==> config.mk <==
export PLATFORM = sky130hd
export DESIGN_NAME = seg7_mux_timer
export DESIGN_NICKNAME = d
export VERILOG_FILES = /design/src/rtl/seg7_timer_pkg.sv /design/src/rtl/bcd_digit_cell.sv /design/src/rtl/seg7_mux_timer.sv
export SDC_FILE = /design/constraint.sdc
export NUM_CORES = 1
export LEC_CHECK = 0
export ABC_AREA = 1
export ABC_CLOCK_PERIOD_IN_PS = 2400
export CORE_ASPECT_RATIO = 0.7
export CORE_UTILIZATION = 44
export CTS_BUF_LIST = sky130_fd_sc_hd__clkbuf_4
export CTS_CLUSTER_SIZE = 14
export DETAILED_ROUTE_END_ITERATION = 10
export PLACE_DENSITY = 0.67
export SYNTH_ARGS = -nofsm -noshare
export SYNTH_HDL_FRONTEND = slang
export SYNTH_HIERARCHICAL = 1
export SYNTH_SLANG_ARGS = --single-unit
==> constraint.sdc <==
create_clock -name clk -period 2.4 [get_ports clk]
set_input_delay 0.36 -clock clk [delete_from_list [all_inputs] [get_ports clk]]
set_output_delay 0.36 -clock clk [all_outputs]
set_load 0.03 [all_outputs]
==> src/rtl/seg7_timer_pkg.sv <==
// Shared BCD digit type, segment codes and decoder for the
// multiplexed seven-segment timer.
package seg7_timer_pkg;

  typedef logic [3:0] bcd_t;

  localparam bcd_t BCD_MAX = 4'd9;

  localparam logic [6:0] SEG_ZERO  = 7'b0111111;
  localparam logic [6:0] SEG_ONE   = 7'b0000110;
  localparam logic [6:0] SEG_TWO   = 7'b1011011;
  localparam logic [6:0] SEG_THREE = 7'b1001111;
  localparam logic [6:0] SEG_FOUR  = 7'b1100110;
  localparam logic [6:0] SEG_FIVE  = 7'b1101101;
  localparam logic [6:0] SEG_SIX   = 7'b1111101;
  localparam logic [6:0] SEG_SEVEN = 7'b0000111;
  localparam logic [6:0] SEG_EIGHT = 7'b1111111;
  localparam logic [6:0] SEG_NINE  = 7'b1101111;

  function automatic logic [6:0] seg7_decode(input bcd_t d);
    logic [6:0] s;
    case (d)
      4'd0:    s = SEG_ZERO;
      4'd1:    s = SEG_ONE;
      4'd2:    s = SEG_TWO;
      4'd3:    s = SEG_THREE;
      4'd4:    s = SEG_FOUR;
      4'd5:    s = SEG_FIVE;
      4'd6:    s = SEG_SIX;
      4'd7:    s = SEG_SEVEN;
      4'd8:    s = SEG_EIGHT;
      4'd9:    s = SEG_NINE;
      default: s = 7'b0000000;
    endcase
    return s;
  endfunction

endpackage

==> src/rtl/bcd_digit_cell.sv <==
// One BCD digit: up/down step with carry/borrow chain,
// clamped parallel load and synchronous clear.
module bcd_digit_cell
  import seg7_timer_pkg::*;
(
  input  logic clk_i,
  input  logic rst_ni,
  input  logic en_i,
  input  logic clear_i,
  input  logic load_i,
  input  bcd_t load_val_i,
  input  logic step_i,
  input  logic dir_down_i,
  input  logic cin_i,
  output logic cout_o,
  output bcd_t q_o
);

  bcd_t d_q, d_d;
  logic at_end;

  assign at_end = dir_down_i ? (d_q == 4'd0)
                             : (d_q == BCD_MAX);
  assign cout_o = cin_i & at_end;
  assign q_o    = d_q;

  always_comb begin
    d_d = d_q;
    if (clear_i) begin
      d_d = '0;
    end else if (load_i) begin
      d_d = (load_val_i > BCD_MAX) ? BCD_MAX
                                   : load_val_i;
    end else if (step_i && cin_i) begin
      if (dir_down_i)
        d_d = at_end ? BCD_MAX : d_q - 4'd1;
      else
        d_d = at_end ? 4'd0 : d_q + 4'd1;
    end
  end

  always_ff @(posedge clk_i or negedge rst_ni) begin
    if (!rst_ni)   d_q <= '0;
    else if (en_i) d_q <= d_d;
  end

endmodule

==> src/rtl/seg7_mux_timer.sv <==
// Multi-digit BCD timer with multiplexed 7-seg scan output.
// Define LEADING_ZERO_BLANK_EN to blank leading zero digits.
module seg7_mux_timer
  import seg7_timer_pkg::*;
#(
  parameter int NUM_DIGITS = 4,
  parameter int TICK_DIV   = 10_000_000,
  parameter int SCAN_DIV   = 10_000
) (
  input  logic                    clk,
  input  logic                    rst_n,
  input  logic                    ena,
  input  logic                    run,
  input  logic                    clear,
  input  logic                    dir_down,
  input  logic                    load,
  input  logic [4*NUM_DIGITS-1:0] load_value,
  output logic [4*NUM_DIGITS-1:0] bcd_value,
  output logic [6:0]              seg,
  output logic                    dp,
  output logic [NUM_DIGITS-1:0]   dig_sel,
  output logic                    wrap
);

  localparam int PW = $clog2(TICK_DIV);
  localparam int SW = $clog2(SCAN_DIV);
  localparam int IW =
    (NUM_DIGITS > 1) ? $clog2(NUM_DIGITS) : 1;

  logic [PW-1:0] presc_q, presc_d;
  logic [SW-1:0] scan_q, scan_d;
  logic [IW-1:0] idx_q, idx_d;
  logic [6:0]    seg_q, seg_d;
  logic          dp_q, dp_d;
  logic          wrap_q, wrap_d;
  logic          tick;
  logic [NUM_DIGITS-1:0]   sel_q, sel_d;
  logic [NUM_DIGITS:0]     cy;
  logic [4*NUM_DIGITS-1:0] cnt;
  bcd_t                    cur;

  assign tick  = run && (presc_q == PW'(TICK_DIV - 1));
  assign cy[0] = 1'b1;

  for (genvar i = 0; i < NUM_DIGITS; i++) begin : g_dig
    bcd_digit_cell u_dig (
      .clk_i      (clk),
      .rst_ni     (rst_n),
      .en_i       (ena),
      .clear_i    (clear),
      .load_i     (load),
      .load_val_i (load_value[4*i +: 4]),
      .step_i     (tick),
      .dir_down_i (dir_down),
      .cin_i      (cy[i]),
      .cout_o     (cy[i+1]),
      .q_o        (cnt[4*i +: 4])
    );
  end

  always_comb begin
    presc_d = presc_q;
    if (clear)    presc_d = '0;
    else if (run) presc_d = tick ? '0 : presc_q + 1'b1;
  end

  assign wrap_d = tick & ~clear & ~load & cy[NUM_DIGITS];

  always_comb begin
    scan_d = scan_q + 1'b1;
    idx_d  = idx_q;
    if (scan_q == SW'(SCAN_DIV - 1)) begin
      scan_d = '0;
      idx_d  = (idx_q == IW'(NUM_DIGITS - 1))
             ? '0 : idx_q + 1'b1;
    end
  end

`ifdef LEADING_ZERO_BLANK_EN
  // hz[i]: digit i and every digit above it are zero
  logic [NUM_DIGITS-1:0] hz;
  always_comb begin
    hz = '0;
    hz[NUM_DIGITS-1] = (cnt[4*NUM_DIGITS-1 -: 4] == 4'd0);
    for (int i = NUM_DIGITS - 2; i >= 0; i--)
      hz[i] = hz[i+1] && (cnt[4*i +: 4] == 4'd0);
  end
`endif

  always_comb begin
    cur   = cnt[4*idx_d +: 4];
    seg_d = seg7_decode(cur);
`ifdef LEADING_ZERO_BLANK_EN
    if ((idx_d != '0) && hz[idx_d]) seg_d = '0;
`endif
    sel_d = NUM_DIGITS'(1) << idx_d;
    dp_d  = (NUM_DIGITS >= 3) && (int'(idx_d) == 2);
  end

  always_ff @(posedge clk or negedge rst_n) begin
    if (!rst_n) begin
      presc_q <= '0;
      scan_q  <= '0;
      idx_q   <= '0;
      sel_q   <= NUM_DIGITS'(1);
      seg_q   <= SEG_ZERO;
      dp_q    <= 1'b0;
      wrap_q  <= 1'b0;
    end else if (ena) begin
      presc_q <= presc_d;
      scan_q  <= scan_d;
      idx_q   <= idx_d;
      sel_q   <= sel_d;
      seg_q   <= seg_d;
      dp_q    <= dp_d;
      wrap_q  <= wrap_d;
    end
  end

  assign bcd_value = cnt;
  assign seg       = seg_q;
  assign dp        = dp_q;
  assign dig_sel   = sel_q;
  assign wrap      = wrap_q;

endmodule

==> metrics.md <==
| Metric | Value |
|---|---|
| Syn Inst Count | `between 700 and 800` |
| Slew Viols, Final | `0` |
| Synth Register Bits | `between 60 and 70` |
| Synth Area in Simple Gates | `0.407` |
| IO Port Bufs | `between 50 and 60` |
| RR Startpoint | `scan_q[4]$_DFFE_PN0P_` |
| Post-route antenna net violation count | `0` |
| Placed inst area | `~0.0060 mm²` |
| Synth area leader | `dfrtp_1` |
| Initial DRC Count | `a little over 300` |
| Hold Violations, Final | `0` |
| Buf/Inv on CP | `3` |
| Worst path max stage delay | `~0.43 ns` |
| Vias | `~5000` |
| WP data required | `between 2 and 3 ns` |
| # H-tree levels | `3` |
| Initial Util | `0.458` |
| Drt drc | `0` |
| Multiplexer share of the synthesized area | `0` |
| Critical path arrival | `2.71 ns` |
| Post-DP HPWL | `a little under 10000 µm` |
| Max Cap Violations | `0` |
| CTS buffer count | `9` |
| Initial antenna violation count | `0` |
| Vias in the first global route | `4688` |
| Area Overhead vs Synth | `23.0%` |
| Final min period | `~2.3 ns` |
| Max VDD drop | `between 0.0002 and 0.0003 V` |
| Async S/R FF share, synth | `1.00` |
| CTS max path bufs | `2` |
| Critical Path, Cell by Cell | `buf_4 -> nor2_1 -> nand2_1 -> nor2_4 -> nand2_2 -> nand2_4 -> buf_4 -> nand3_1 -> nand3_1 -> nand2_2 -> buf_4 -> ha_1 -> nand3b_1 -> nand3_1 -> a21oi_2` |
| Top cell type's share of synthesized area | `0.297` |
| Skew final | `approximately 0.0081 ns` |
| Num rows | `32` |
| Static leakage | `about 3.2 nW` |
| DR WL/cell | `12.9 µm` |
| Slew @ Worst Pin | `0.599 ns` |
| Die Area | `approximately 0.012 mm²` |
| Post-Syn Area | `about 0.0051 mm²` |
| Average size of a mapped cell | `6.67 µm²` |
| Worst R2R Setup Slack | `0.06 ns` |
| XOR/XNOR Fraction of Synth Area | `0.0204` |
| Seq/Total Area, Yosys | `0.333` |
| CTS tree | `built` |
| WS Path Type | `flop to flop` |
| Layout net count | `around 910` |
| # clock sinks | `68` |
| First-pass GRT wire length | `between 20000 and 25000 µm` |
| Crit path depth | `15` |
| Top cells by count, synth | `nand2_1 (230), inv_1 (115), nor2_1 (85)` |
| Fill cell count | `between 1000 and 1500` |
| Vias per std cell | `4.97` |
| Gr usage total | `0.227` |
| Area fraction in compound gates after synthesis | `0.0852` |
| Clk Latency, worst-skew pair | `about 0.43 ns` |
| Die X | `around 130 µm` |
| Most common cell in the netlist | `nand2_1` |
| Clock slew at reported path FFs | `0.12 ns` |
| Chip height | `just over 90 µm` |
| Design Power | `approximately 0.0038 W` |
| Critical path's slowest cell | `dfrtp_1` |
| Worst hold-check path type | `input port to async pin` |
| Critical Path Sink Type | `flop` |
| Finish-stage setup viols | `0` |
| Diode count | `0` |
| EDFF count, synth | `0` |
| Critical path peak fanout | `5` |
| Routed wire length | `about 13000 µm` |
| CP delay by family, top | `simple AND/OR/NAND/NOR gates` |
| Largest family of logic cells by synthesized area | `simple AND/OR/NAND/NOR gates` |
| Final instance area | `between 0.006 and 0.007 mm²` |
| Core Box Area | `0.0112 mm²` |
| Area contributors post-synth | `dfrtp_1 (30%), nand2_1 (17%), inv_1 (8.4%), nand3_1 (6.2%), nor2_1 (6.2%)` |
| Ports | `52` |
| Drt pass-1 iters | `5` |
| Synth unique cells | `44` |
| PD cells | `~600 mW/mm²` |
| Share of layout cells above drive strength 1 | `0.146` |
| Overflow left after global routing | `0` |
| Root Driver | `clkbuf_4` |
| Routability Congestion | `about 0.90` |
| RR Endpoint | `seg[5]$_DFFE_PN1P_` |
| Slew margin rel. | `0.597` |
| Synth warn | `6` |
| Status | `finished, final reports clean` |
| Fmax | `about 430 MHz` |
| Largest net degree at the start of global routing | `50` |
| Startpoint types | `flop` |
| R2r worst-path depth | `15` |
| Top FF cell, synth | `dfrtp_1` |
| Post-route clock period utilization | `0.975` |
| Adder-Cell Fraction of Synth Area | `0.0511` |
## how the worst max path moves through the flow
stage | end | from
after global routing | seg[0]$_DFFE_PN1P_ | scan_q[4]$_DFFE_PN0P_
after detailed placement | g_dig[3].u_dig/q_o[0]$_DFFE_PN0P_ | dir_down
after global placement | g_dig[3].u_dig/q_o[0]$_DFFE_PN0P_ | dir_down
final | seg[5]$_DFFE_PN1P_ | scan_q[4]$_DFFE_PN0P_
after floorplan | seg[0]$_DFFE_PN1P_ | scan_q[4]$_DFFE_PN0P_
after CTS | seg[3]$_DFFE_PN1P_ | scan_q[0]$_DFFE_PN0P_
## layout make-up
type	instances	area (µm²)	area share
Tap cell	153	191	0.0303
Clock inverter	7	91.3	0.0145
Sequential cell	68	1710	0.271
Inverter	124	470	0.0744
Clock buffer	9	67.6	0.0107
Multi-Input combinational cell	569	2970	0.470
Timing Repair Buffer	90	813	0.129
## flip-flops by register name (all words and copies together) (netlist names)
name / count
presc_q: 24
g_dig.u_dig/q_o: 16
scan_q: 14
seg: 7
dig_sel: 3
idx_q: 2
dp: 1
wrap: 1
## power breakdown
part / switching, W / total (W) / internal, W / leakage (nW)
sequential: 0.000226 / 0.00155 / 0.00132 / 0.865
clock: 0.000436 / 0.000854 / 0.000418 / 0.0857
combinational: 0.000806 / 0.00137 / 0.000561 / 2.24
total: 0.00147 / 0.00377 / 0.00230 / 3.19
## kinds of logic after synthesis
group / after synthesis
compound gates: 73
simple gates: 461
fa+ha+maj: 21
flops: 68
other cells: 1
buf+inv: 135
xor+xnor: 12
## placed cells by master (no fill, tap or decap), types with 9 or more instances in the layout
cell type	instances
nand2_1	229
inv_1	114
nor2_1	82
nand3_1	63
dfrtp_1	59
clkdlybuf4s50_1	50
buf_4	37
o21ai_0	27
a21oi_1	21
ha_1	20
nor3_1	16
nand2_2	15
nand4_1	13
inv_2	9
clkbuf_4	9
## repair_timing
action                     4_1_cts  5_1_grt
setup endpoints to repair        0        9
hold endpoints to repair        13        0
setup buffers                    0       16
hold buffers                     1        0
resized for setup                0       18
## per-stage QoR
step,hold slack [ns],util,setup TNS (ns),setup WS (ns),cells
floorplan,0.0644,-,0,0.301,772
global placement,0.343,0.532,0,0.0567,987
detailed placement,0.346,0.532,0,0.0468,987
CTS,0.386,0.547,0,0.0873,1004
global route,0.415,0.564,-0.284,-0.0795,1020
finish,0.396,0.564,0,0.0609,1020
## routing by layer
metal | global-route usage | up-vias | wire length [µm] | part of all wire
met1 | 0.326 | 2317 | 6760 | 0.51
li1 | - | 2600 | - | -
met5 | 0 | - | 0 | 0
met3 | 0.0427 | 14 | 646 | 0.049
met4 | 0.0559 | 0 | 145 | 0.011
met2 | 0.350 | 143 | 5630 | 0.43
(Power assumes the default switching activity.)
